File: config.mk
export PLATFORM = sky130hd
export DESIGN_NAME = parcel_color_ctrl
export DESIGN_NICKNAME = d
export VERILOG_FILES = /design/src/rtl/color_pkg.sv /design/src/rtl/parcel_color_ctrl_pixel_classifier.sv /design/src/rtl/parcel_color_ctrl.sv
export SDC_FILE = /design/constraint.sdc
export NUM_CORES = 1
export LEC_CHECK = 0
export CAP_MARGIN = 20
export CORE_MARGIN = 8
export CORE_UTILIZATION = 30
export CTS_CLUSTER_SIZE = 40
export DETAILED_ROUTE_END_ITERATION = 8
export PLACE_DENSITY = 0.47
export SLEW_MARGIN = 25
export SYNTH_ARGS = -nofsm -noshare
export SYNTH_HDL_FRONTEND = slang
export SYNTH_SLANG_ARGS = --single-unit
File: constraint.sdc
create_clock -name clk -period 15.1 [get_ports clk]
set_input_delay 3.02 -clock clk [delete_from_list [all_inputs] [get_ports clk]]
set_output_delay 3.02 -clock clk [all_outputs]
set_load 0.01 [all_outputs]
File: src/rtl/color_pkg.sv
// Shared colour codes, controller states and RGB444 field positions used by the
// colour filter and by parcel_color_ctrl.
package color_pkg;

    typedef enum logic [2:0] {
        COL_NONE  = 3'd0,
        COL_RED   = 3'd1,
        COL_GREEN = 3'd2,
        COL_BLUE  = 3'd3
    } color_t;

    typedef enum logic [1:0] {
        ST_IDLE,
        ST_ACCUM,
        ST_DECIDE
    } ctrl_state_t;

    localparam int R_MSB = 11;
    localparam int R_LSB = 8;
    localparam int G_MSB = 7;
    localparam int G_LSB = 4;
    localparam int B_MSB = 3;
    localparam int B_LSB = 0;

    // Codes 4..7 have no colour meaning downstream and collapse to "none".
    function automatic color_t sanitize_color(input logic [2:0] code);
        color_t c;
        case (code)
            3'd1:    c = COL_RED;
            3'd2:    c = COL_GREEN;
            3'd3:    c = COL_BLUE;
            default: c = COL_NONE;
        endcase
        return c;
    endfunction

endpackage

File: src/rtl/parcel_color_ctrl_pixel_classifier.sv
// Combinational dominance test of one RGB444 pixel; at most one of the
// {red,green,blue} hit bits can be set.
module pixel_classifier
    import color_pkg::*;
#(
    parameter int MARGIN    = 2,
    parameter int MIN_LEVEL = 4
) (
    input  logic [11:0] i_pixel,
    input  logic        i_valid,
    output logic [2:0]  o_hit
);

    localparam logic [4:0] MARGIN_5 = 5'(MARGIN);
    localparam logic [4:0] LEVEL_5  = 5'(MIN_LEVEL);

    logic [4:0] w_r;
    logic [4:0] w_g;
    logic [4:0] w_b;

    // Widened to 5 bits so channel + MARGIN cannot wrap past 15.
    assign w_r = {1'b0, i_pixel[R_MSB:R_LSB]};
    assign w_g = {1'b0, i_pixel[G_MSB:G_LSB]};
    assign w_b = {1'b0, i_pixel[B_MSB:B_LSB]};

    assign o_hit[2] = i_valid && (w_r >= LEVEL_5) && (w_r > w_g + MARGIN_5) && (w_r > w_b + MARGIN_5);
    assign o_hit[1] = i_valid && (w_g >= LEVEL_5) && (w_g > w_r + MARGIN_5) && (w_g > w_b + MARGIN_5);
    assign o_hit[0] = i_valid && (w_b >= LEVEL_5) && (w_b > w_r + MARGIN_5) && (w_b > w_g + MARGIN_5);

endmodule

File: src/rtl/parcel_color_ctrl.sv
// Frame-synchronous chooser of the parcel colour code: counts dominant pixels per
// frame, debounces the winner across frames and honours a frame-sampled override.
module parcel_color_ctrl
    import color_pkg::*;
#(
    parameter int CNT_W          = 19,
    parameter int MARGIN         = 2,
    parameter int MIN_LEVEL      = 4,
    parameter int MIN_PIXELS     = 1024,
    parameter int CONFIRM_FRAMES = 2
) (
    input  logic        clk,
    input  logic        rst_n,
    input  logic [11:0] pixel_in,
    input  logic        in_ready,
    input  logic        frame_start,
    input  logic        frame_end,
    input  logic        cfg_override_en,
    input  logic [2:0]  cfg_color,
    output logic [2:0]  parcel_color,
    output logic        decision_valid,
    output logic        frame_abort
);

    localparam int                CONF_W   = $clog2(CONFIRM_FRAMES + 1);
    localparam logic [CONF_W-1:0] CONF_MAX = CONF_W'(CONFIRM_FRAMES);
    localparam logic [CNT_W:0]    MIN_PX   = (CNT_W + 1)'(MIN_PIXELS);
    localparam logic [CNT_W-1:0]  CNT_MAX  = '1;

    ctrl_state_t       r_state;
    ctrl_state_t       w_next_state;
    logic [CNT_W-1:0]  r_cnt [0:2];
    logic [2:0]        w_hit;
    color_t            w_winner;
    logic [CNT_W-1:0]  w_max;
    logic [CONF_W-1:0] w_confirm;
    color_t            r_parcel;
    color_t            r_candidate;
    logic [CONF_W-1:0] r_confirm;
    logic              r_latched;
    logic              r_decision_valid;
    logic              r_frame_abort;

    pixel_classifier #(
        .MARGIN   (MARGIN),
        .MIN_LEVEL(MIN_LEVEL)
    ) u_classifier (
        .i_pixel(pixel_in),
        .i_valid(in_ready),
        .o_hit  (w_hit)
    );

    always_ff @(posedge clk or negedge rst_n) begin
        if (!rst_n) begin
            r_state <= ST_IDLE;
        end else begin
            r_state <= w_next_state;
        end
    end

    always_comb begin
        w_next_state = r_state;
        case (r_state)
            ST_IDLE:   if (frame_start) w_next_state = frame_end ? ST_DECIDE : ST_ACCUM;
            ST_ACCUM:  if (frame_end) w_next_state = ST_DECIDE;
            ST_DECIDE: w_next_state = frame_start ? (frame_end ? ST_DECIDE : ST_ACCUM) : ST_IDLE;
            default:   w_next_state = ST_IDLE;
        endcase
    end

    // Index 0/1/2 = red/green/blue; hit bits arrive as {red,green,blue}.
    always_ff @(posedge clk or negedge rst_n) begin
        if (!rst_n) begin
            for (int k = 0; k < 3; k++) r_cnt[k] <= '0;
        end else begin
            for (int k = 0; k < 3; k++) begin
                if (frame_start)
                    r_cnt[k] <= CNT_W'(w_hit[2-k]);
                else if (r_state == ST_ACCUM && w_hit[2-k] && r_cnt[k] != CNT_MAX)
                    r_cnt[k] <= r_cnt[k] + 1'b1;
            end
        end
    end

    // Strict '>' keeps ties with the lower colour code.
    always_comb begin
        w_winner = COL_RED;
        w_max    = r_cnt[0];
        if (r_cnt[1] > w_max) begin
            w_winner = COL_GREEN;
            w_max    = r_cnt[1];
        end
        if (r_cnt[2] > w_max) begin
            w_winner = COL_BLUE;
            w_max    = r_cnt[2];
        end
        if ({1'b0, w_max} < MIN_PX) w_winner = COL_NONE;
    end

    always_comb begin
        w_confirm = CONF_W'(1);
        if (w_winner == r_candidate)
            w_confirm = (r_confirm == CONF_MAX) ? CONF_MAX : r_confirm + 1'b1;
    end

    // An override on a frame_start cycle takes precedence over a coincident decision.
    always_ff @(posedge clk or negedge rst_n) begin
        if (!rst_n) begin
            r_parcel         <= COL_NONE;
            r_candidate      <= COL_NONE;
            r_confirm        <= '0;
            r_latched        <= 1'b0;
            r_decision_valid <= 1'b0;
            r_frame_abort    <= 1'b0;
        end else begin
            r_decision_valid <= (r_state == ST_DECIDE);
            r_frame_abort    <= (r_state == ST_ACCUM) && frame_start;
            if (frame_start && cfg_override_en) begin
                r_parcel    <= sanitize_color(cfg_color);
                r_latched   <= 1'b1;
                r_candidate <= COL_NONE;
                r_confirm   <= '0;
            end else begin
                if (frame_start) r_latched <= 1'b0;
                if (r_state == ST_DECIDE) begin
                    r_candidate <= w_winner;
                    r_confirm   <= w_confirm;
                    if (w_confirm == CONF_MAX && !r_latched) r_parcel <= w_winner;
                end else if (r_state == ST_ACCUM && frame_start) begin
                    r_confirm <= '0;
                end
            end
        end
    end

    assign parcel_color   = r_parcel;
    assign decision_valid = r_decision_valid;
    assign frame_abort    = r_frame_abort;

endmodule

==> flow_summary_export.csv <==
group,metric,value,unit
flow_run,drv_cap,0,
die,io-pin-count,26,
placement,place_area,5714,µm²
placement,io_buffer_count,24,
clock_tree,cts_tree,"built",
global_routing,grt_pass1_vias,4260,
cells_and_area,area_growth_syn_to_layout,15.57,%
cells_and_area,drive_gt1_frac,0.06634,
route,antenna_left,0,
setup_path,cp.required,15.29,ns
power,finalPower,498.7,µW
placement,place_hpwl,10230,µm
timing,period_needed,6.338,ns
min_path,hp-class,"flop to flop",
route,drtIter0Drc,155,
global_routing,grt_pass1_wl,22270,µm
die,die_x,148.3,µm
timing,drv_slew,0,
synth,synth_cell_types,57,
route,first_pass_iters,4,
route,viasPerCell,5.005,
route,vias,4219,
synth,syn_area_per_cell,8.864,µm²
clock_tree,htreeDepth,3,
cells_and_area,final_util,0.3531,
synth,synth_fp_nets,679,
clock_tree,cts_root_buf,"clkbuf_16",
power,static-leakage-power,2.709,nW
clock_tree,cts_buffers,9,
die,initial_utilization,0.3055,
synth,yosys_register_bits,68,
synth,ys_seq_area_frac,0.3243,
timing,rsz0062_at_grt,"false",
clock_tree,postCtsSetupRepairBufs,0,
global_routing,antenna_found_initial,0,
placement,gp_congestion,0.8834,
die,die_area,21980,µm²
synth,yosysWarnings,0,
die,die_h,148.3,µm
cells_and_area,mostFrequentLayoutCells,"nor2_1, dfrtp_1, ha_1",
clock_tree,clk_latency,0.34,ns
timing,fin_crit_sh,0.4198,
timing,finalSetupTns,0,ns
setup_path,critPathLaunchType,"input pin",
timing,tightestPinTransition,0.8984,ns
timing,hold_ws,0.4947,ns
timing,hold_viol,0,
cells_and_area,layout.nets,700,
clock_tree,cts_resized,0,
global_routing,gr-usage-all-layers,0.1282,
global_routing,grt_max_degree,69,
cells_and_area,postLayoutCellArea,6065,µm²
power,p_per_area,82.24,nW/µm²
run_status,status,"finished, final reports clean",
synth,syn_inst,592,
timing,finalSetupViolCount,0,
synth,synthFlopType,"dfrtp_1",
setup_path,end_kind,"flop",
die,row_count,48,
clock_tree,path_clk_slew,0.06,ns
clock_tree,clockBufferDepth,2,
cells_and_area,diodes,0,
timing,maxSlewHeadroom,0.4011,
power,ir_drop,0.00004162,V
route,routedWlPerCell,15.95,µm
timing,clock_skew,0.005180,ns
clock_tree,hold_buffers,0,
route,remaining_drc_errors,0,
setup_path,crit_arrival,6.53,ns
synth,synth_edf_count,0,
global_routing,grt-ovfl-total,0,
synth,synth_area,5248,µm²
die,placeableCoreArea,17180,µm²
route,routed_wl,13450,µm
cells_and_area,final_common_cell,"nor2_1",
synth,async_reset_ff_frac,1.000,
timing,timing.fmax,157.8,MHz
setup_path,crit_fanout,6,
clock_tree,clock_sinks,68,
setup_path,criticalPathCategory,"input pin to flop",
[cells in the mapped netlist, types with 2 or more instances]
master     n  area share
buf_1      2      0.0014
clkbuf_1  12      0.0086
xor2_1    15       0.025
mux2_1     2      0.0043
nand3_1   22       0.021
nor2b_1    9       0.011
nand4_1   20       0.024
and2_1     4      0.0048
nand2b_1   7      0.0083
nor4_1     8      0.0095
o21a_1     4      0.0057
o21ai_1    3      0.0029
nor4_4     2      0.0081
o21ai_0   16       0.015
mux2i_1   14       0.027
xnor2_1   36       0.060
ha_1      66        0.16
nand2_1   47       0.034
and4_1     8       0.013
and3_1    13       0.015
nand3_2    3      0.0057
or3_1      5      0.0060
a31oi_1    4      0.0048
or4_1      5      0.0072
inv_1     40       0.029
nor3_1     9      0.0086
dfrtp_1   68        0.32
nor2_1    77       0.055
mux2_2     2      0.0043
buf_2      2      0.0019
a21oi_1   33       0.031
nand3b_1   4      0.0057
a211oi_1   2      0.0029
a21o_1     5      0.0072
[power breakdown]
part | switching (mW) | internal, mW
registers | 0.00213 | 0.185
logic | 0.0369 | 0.0256
clock network | 0.0831 | 0.166
[layer usage]
metal / part of all wire / GRT usage
met5: 0 / 0
met4: 0.022 / 0.05405
met2: 0.46 / 0.2055
met1: 0.49 / 0.1663
met3: 0.033 / 0.02340
[through the flow]
stage / setup WS [ns] / instances
final: 8.762 / 843
after global routing: 8.563 / 843
after CTS: 8.780 / 843
after detailed placement: 8.423 / 827
after global placement: 8.449 / 827
after floorplan: 9.531 / 592
[flip-flops by register name, summed over array words and instances, names as in the netlist]
| register | flops |
|---|---|
| r_cnt | 57 |
| parcel_color | 2 |
| r_candidate | 2 |
| r_confirm | 2 |
| r_state | 2 |
| decision_valid | 1 |
| frame_abort | 1 |
| r_latched | 1 |
[critical path, cell delays in order]
cell             delay, ns
clkdlybuf4s50_1       0.51
ha_1                  0.24
xnor2_1               0.27
ha_1                  0.31
nand4_1               0.10
nand2_1               0.05
or4_1                 0.47
nor4_4                0.58
and3_1                0.34
nor4b_2               0.31
nand3_1               0.13
xor2_1                0.14
nor2_1                0.05
[kinds of logic (layout without fill, tap and decap cells)]
| group | count (synthesis) | after routing | share of synthesized area |
|---|---|---|---|
| fa+ha+maj | 66 | 66 | 0.1574 |
| simple gates | 249 | 249 | 0.2482 |
| compound gates | 81 | 81 | 0.1042 |
| flops | 68 | 68 | 0.3243 |
| xor+xnor | 51 | 51 | 0.08512 |
| buf+inv | 57 | 83 | 0.04196 |
| mux | 19 | 19 | 0.03815 |
| other cells | 1 | 1 | 0.0007146 |
[worst paths after layout]
kind	endpoint	slack, ns	from	cells after the start
min	parcel_color[1]	0.49	parcel_color[1]	1
max reg2reg	parcel_color[0]	9.91	r_cnt[32]	19
min reg2reg	parcel_color[1]	0.49	parcel_color[1]	1
max	r_cnt[17]	8.76	pixel_in[10]	13
min in group asynchronous	r_cnt[8]	2.82	rst_n	1
max in group asynchronous	r_cnt[20]	11.71	rst_n	1
[layout make-up]
type | instances | area (µm²)
clock buffer | 10 | 239.0
clock inverter | 6 | 111.4
fill | 1812 | 11110
inverter | 40 | 150.1
multi-input combinational | 467 | 3326
sequential | 68 | 1702
tap | 225 | 281.5
timing repair buffer | 27 | 255.2
Power figures use the tool's default switching activity.
